--- config.mk ---
export PLATFORM = sky130hd
export DESIGN_NAME = i_ram_loader
export DESIGN_NICKNAME = d
export VERILOG_FILES = /design/src/rtl/i_ram_loader.sv
export SDC_FILE = /design/constraint.sdc
export NUM_CORES = 1
export LEC_CHECK = 0
export ABC_AREA = 1
export CAP_MARGIN = 20
export CORE_AREA = 2 2 83 145
export DETAILED_ROUTE_END_ITERATION = 6
export DIE_AREA = 0 0 85 147
export PLACE_DENSITY = 0.61
export SYNTH_ARGS = -nofsm -noshare
export SYNTH_HDL_FRONTEND = slang
export SYNTH_SLANG_ARGS = --single-unit
--- constraint.sdc ---
create_clock -name clk -period 2.4 [get_ports clk]
set_input_delay 0.48 -clock clk [delete_from_list [all_inputs] [get_ports clk]]
set_output_delay 0.48 -clock clk [all_outputs]
set_load 0.02 [all_outputs]
--- src/rtl/i_ram_loader.sv ---
// i_ram_loader: UART boot loader that parses A5/len/payload frames into 16-bit RAM writes.
// Define I_RAM_LOADER_CHECKSUM_EN to require a trailing mod-256 payload checksum byte.
module i_ram_loader #(
  parameter int ADDR_WIDTH = 12,
  parameter int DATA_WIDTH = 16,
  parameter int TIMEOUT    = 100000
) (
  input  logic                  clk,
  input  logic                  rst,
  input  logic                  ld_en,
  input  logic [7:0]            rx_data,
  input  logic                  rx_valid,
  output logic [ADDR_WIDTH-1:0] ram_w_addr,
  output logic [DATA_WIDTH-1:0] ram_din,
  output logic                  ram_w_en,
  output logic                  cpu_rst,
  output logic                  busy,
  output logic                  done,
  output logic                  err
);
  localparam int CW = ADDR_WIDTH + 1;
  localparam int TW = $clog2(TIMEOUT + 1);
  localparam logic [16:0]   MAX_LEN = 17'(1 << ADDR_WIDTH);
  localparam logic [TW-1:0] TO_LAST = TW'(TIMEOUT - 1);

  typedef enum logic [2:0] {
    S_IDLE, S_LEN_LO, S_LEN_HI, S_DATA_LO, S_DATA_HI, S_CHK, S_RUN, S_ERR
  } state_t;

`ifdef I_RAM_LOADER_CHECKSUM_EN
  localparam state_t S_FRAME_END = S_CHK;
`else
  localparam state_t S_FRAME_END = S_RUN;
`endif

  state_t                r_state, w_state_next;
  logic [7:0]            r_len_lo, w_len_lo_next;
  logic [7:0]            r_lo, w_lo_next;
  logic [ADDR_WIDTH-1:0] r_addr, w_addr_next;
  logic [CW-1:0]         r_remain, w_remain_next;
  logic [TW-1:0]         r_idle_cnt;
  logic [ADDR_WIDTH-1:0] r_ram_w_addr, w_wr_addr_next;
  logic [DATA_WIDTH-1:0] r_ram_din, w_din_next;
  logic                  r_ram_w_en, w_wr_en_next;
  logic                  r_done;
  logic [15:0]           w_len;
  logic                  w_busy;
  logic                  w_timeout;
`ifdef I_RAM_LOADER_CHECKSUM_EN
  logic [7:0]            r_sum, w_sum_next;
`endif

  assign w_len  = {rx_data, r_len_lo};
  assign w_busy = (r_state == S_LEN_LO) || (r_state == S_LEN_HI) || (r_state == S_DATA_LO) ||
                  (r_state == S_DATA_HI) || (r_state == S_CHK);
  // A byte on the expiry cycle wins: expiry only fires on a cycle with no strobe.
  assign w_timeout = w_busy && !rx_valid && (r_idle_cnt == TO_LAST);

  always_ff @(posedge clk) begin
    if (rst) r_state <= S_IDLE;
    else     r_state <= w_state_next;
  end

  always_comb begin
    w_state_next   = r_state;
    w_len_lo_next  = r_len_lo;
    w_lo_next      = r_lo;
    w_addr_next    = r_addr;
    w_remain_next  = r_remain;
    w_wr_en_next   = 1'b0;
    w_wr_addr_next = r_ram_w_addr;
    w_din_next     = r_ram_din;
`ifdef I_RAM_LOADER_CHECKSUM_EN
    w_sum_next     = r_sum;
`endif
    case (r_state)
      S_IDLE, S_RUN, S_ERR: begin
        if (rx_valid && ld_en && (rx_data == 8'hA5)) begin
          w_state_next = S_LEN_LO;
`ifdef I_RAM_LOADER_CHECKSUM_EN
          w_sum_next   = 8'h00;
`endif
        end
      end
      S_LEN_LO: begin
        if (rx_valid) begin
          w_len_lo_next = rx_data;
          w_state_next  = S_LEN_HI;
        end
      end
      S_LEN_HI: begin
        if (rx_valid) begin
          if (w_len == 16'h0000) begin
            w_state_next = S_FRAME_END;
          end else if ({1'b0, w_len} > MAX_LEN) begin
            w_state_next = S_ERR;
          end else begin
            w_addr_next   = '0;
            w_remain_next = CW'(w_len);
            w_state_next  = S_DATA_LO;
          end
        end
      end
      S_DATA_LO: begin
        if (rx_valid) begin
          w_lo_next    = rx_data;
          w_state_next = S_DATA_HI;
        end
      end
      S_DATA_HI: begin
        if (rx_valid) begin
          w_wr_en_next   = 1'b1;
          w_wr_addr_next = r_addr;
          w_din_next     = DATA_WIDTH'({rx_data, r_lo});
          w_addr_next    = r_addr + ADDR_WIDTH'(1);
          w_remain_next  = r_remain - CW'(1);
`ifdef I_RAM_LOADER_CHECKSUM_EN
          w_sum_next     = r_sum + r_lo + rx_data;
`endif
          w_state_next   = (r_remain == CW'(1)) ? S_FRAME_END : S_DATA_LO;
        end
      end
`ifdef I_RAM_LOADER_CHECKSUM_EN
      S_CHK: begin
        if (rx_valid) w_state_next = (rx_data == r_sum) ? S_RUN : S_ERR;
      end
`endif
      default: ;
    endcase
    if (w_timeout) w_state_next = S_ERR;
  end

  always_ff @(posedge clk) begin
    if (rst) begin
      r_len_lo     <= '0;
      r_lo         <= '0;
      r_addr       <= '0;
      r_remain     <= '0;
      r_idle_cnt   <= '0;
      r_ram_w_addr <= '0;
      r_ram_din    <= '0;
      r_ram_w_en   <= 1'b0;
      r_done       <= 1'b0;
`ifdef I_RAM_LOADER_CHECKSUM_EN
      r_sum        <= '0;
`endif
    end else begin
      r_len_lo     <= w_len_lo_next;
      r_lo         <= w_lo_next;
      r_addr       <= w_addr_next;
      r_remain     <= w_remain_next;
      r_idle_cnt   <= (!w_busy || rx_valid) ? '0 : r_idle_cnt + TW'(1);
      r_ram_w_addr <= w_wr_addr_next;
      r_ram_din    <= w_din_next;
      r_ram_w_en   <= w_wr_en_next;
      r_done       <= (w_state_next == S_RUN) && (r_state != S_RUN);
`ifdef I_RAM_LOADER_CHECKSUM_EN
      r_sum        <= w_sum_next;
`endif
    end
  end

  assign ram_w_addr = r_ram_w_addr;
  assign ram_din    = r_ram_din;
  assign ram_w_en   = r_ram_w_en;
  assign done       = r_done;
  assign cpu_rst    = (r_state != S_RUN);
  assign busy       = w_busy;
  assign err        = (r_state == S_ERR);
endmodule

==> summary.md <==
| Metric | Value |
|---|---|
| Status | `complete, no violations` |
| Initial antenna violation count | `0` |
| Sw Share | `26.9%` |
| DRT Wirelength | `11600 um` |
| Resized cells post-CTS | `0` |
| Worst ir drop on vdd | `0.530 mV` |
| Fin crit share | `between 90% and 100%` |
| Gpl congestion | `around 0.87` |
| CP cell instances | `nor2_2, nand2_1, nand2_1, inv_1, clkdlybuf4s50_1` |
| Area Overhead vs Synth | `19.6%` |
| Sequential share of the synthesized area | `41.2%` |
| Avg Vias per Cell | `5.04` |
| Critical path type | `register to output port` |
| Hold Buf Count CTS | `0` |
| Pwr dens | `approximately 620 nW/um^2` |
| Initial Util | `roughly 39%` |
| Share of layout cells above drive strength 1 | `6.58%` |
| Die area | `12500 um^2` |
| H-Tree Level Count | `3` |
| Gate power share | `11.0%` |
| Grt ovf | `0` |
| Die X | `about 85 um` |
| Slowest stage cell, crit path | `clkdlybuf4s50_1` |
| CTS tree | `yes` |
| Crit path launch type | `register` |
| Io pins | `45` |
| Cell Area, Placed | `around 5000 um^2` |
| R2R Setup Slk | `about 650 ps` |
| Routed Antenna Nets | `0` |
| Final Hold Viols | `0` |
| DRC errors left | `0` |
| Int Power | `2390 uW` |
| Row count | `52` |
| Largest net degree at the start of global routing | `37` |
| Fin area | `~5300 um^2` |
| Critical Path RT | `1920 ps` |
| Switching power | `880 uW` |
| Die Y | `about 150 um` |
| Mapped Area | `4420 um^2` |
| Total iterations of the first detailed-routing run | `4` |
| Min-Delay Path Class | `register to register` |
| Avg Inst Size Synth | `between 6 and 7 um^2` |
| Most frequent cells in the layout | `146 x nand2_1, 92 x nor2_1, 90 x dfxtp_1` |
| Yosys reg bits | `91` |
| Count of different cell masters after synthesis | `33` |
| Placed cells | `818` |
| Total power draw | `between 3000 and 4000 uW` |
| CTS Root Buffer Type | `clkbuf_16` |
| Clock transition at path regs | `around 60 ps` |
| Vias after detailed routing | `4207` |
| Post-CTS setup buffer count | `0` |
| Clock Latency Late Sink | `340 ps` |
| Global Route Usage Sum | `between 10% and 20%` |
| Core Region | `11400 um^2` |
| Slew Viols, Final | `0` |
| Syn nets | `670` |
| Pre-CTS setup slack | `156 ps` |
| Max incr delay on CP | `600 ps` |
| CP Capture Type | `output port` |
| Synth Instances | `654` |
| Fmax | `445 MHz` |
| Vias in the first global route | `4096` |
| First-pass GRT wire length | `about 19000 um` |
| IO buf count | `44` |
| Unrepaired setup endpoints after global routing | `false` |
| Most frequent CP cell | `nand2_1` |
| Commonest non-fill, non-tap cell in the layout | `nand2_1` |
| Final nets | `710` |
| Warnings, synthesis | `0` |
| Rel. slew slack | `73.2%` |
| Crit Path Max Fanout | `6` |
| Worst EP arrival | `1770 ps` |
| Slew @ Worst Pin | `400 ps` |
| Sequential power share | `48.2%` |
| Buf/Inv on CP | `2` |
| Max-cap violations | `0` |
| Max clock buf depth | `2` |
| Endpoints failing setup | `0` |
| PnR worst setup slack | `151 ps` |
| DPL Wire Length | `8640 um` |
| Leakage | `0.00210 uW` |
| Sink Count | `91` |
| TNS Setup | `0 ps` |
| Tmin final | `around 2200 ps` |
| Kind of cell adding the most delay to the critical path | `buffers and inverters` |
| ANT cells | `0` |
| TritonCTS Buffers | `9` |
| Clock power frac | `roughly two fifths` |
| Finished Layout Cells | `~830` |
| DR iter-0 viols | `206` |
| WL per Instance | `between 10 and 15 um` |
| Clock skew | `9.82 ps` |
synth_stat cells:
library cell    n  share of area (%)
a21oi_1        68                7.7
a31oi_1         1               0.14
buf_1           1              0.085
buf_2          10                1.1
buf_6           5                1.3
clkbuf_1       12                1.0
dfxtp_1        91                 41
ha_1            4                1.1
inv_1          62                5.3
inv_2           6               0.51
nand2_1       146                 12
nand2_2         1               0.14
nand2_4         1               0.25
nand3_1        58                6.6
nand3_2         1               0.23
nand3_4         1               0.40
nand3b_1        2               0.34
nand4_1         6               0.85
nor2_1         92                7.8
nor2_2          2               0.28
nor2_4          1               0.25
nor3_1         12                1.4
nor3_2          1               0.23
nor3b_1         2               0.34
nor4_1          1               0.14
nor4_4          1               0.48
o211ai_1        1               0.17
o21a_1          1               0.17
o21ai_0        52                5.9
o31ai_1         1               0.17
or2_2           2               0.28
xnor2_1         2               0.40
xor2_1          7                1.4
layout make-up:
class	count	area (um^2)
Clock buffer	10	229
Clock inverter	6	46.3
Fill cell	1159	6100
Inverter	68	255
Multi-Input combinational cell	467	2190
Sequential cell	91	1820
Tap cell	135	169
Timing Repair Buffer	57	576
cell families (layout without fill, tap and decap cells):
family | after synthesis | in the layout | synth area share (%)
xor gates and xnor gates | 9 | 9 | 1.78
AOI/OAI and AO/OA | 124 | 124 | 14.2
buffers and inverters | 96 | 141 | 9.28
adders and majority gates | 4 | 4 | 1.13
DFF | 91 | 91 | 41.2
and+or+nand+nor | 330 | 330 | 32.4
sequential cells by signal, summed over array words and instances, names as in the netlist:
name / cells
r_len_lo: 8
r_idle_cnt: 17
ram_din: 16
ram_w_addr: 12
r_remain: 13
r_lo: 8
r_state: 3
ram_w_en: 1
done: 1
r_addr: 12
through the flow:
step                utilization (%)  hold WS [ps]
global placement               44.0           435
floorplan                         -           418
global route                   46.4           474
CTS                            46.4           452
detailed placement             44.0           442
finish                         46.4           447
routing by layer:
layer	GRT usage [%]	vias to the layer above	share of wire (%)
met1	21.7	1926	40
met4	7.62	0	2.4
met5	0	-	0
li1	-	2193	-
met3	2.92	22	2.8
met2	35.1	66	55
power groups by stage:
stage	Combinational (uW)	Sequential (uW)	Clock, uW
6_report	359	1580	1330
5_1_grt	406	1580	1430
4_1_cts	363	1580	1360
3_5_place_dp	361	1610	0
3_3_place_gp	359	1610	0
2_1_floorplan	234	1610	0
final timing paths:
path | start | to | cells past startpoint
worst max-delay path | r_state[0] | busy | 5
worst min-delay path | r_idle_cnt[0] | r_idle_cnt[0] | 1
worst max register to register | r_state[0] | r_remain[6] | 7
worst min register to register | r_idle_cnt[0] | r_idle_cnt[0] | 1
No activity file was read; power rests on OpenSTA's default activity.
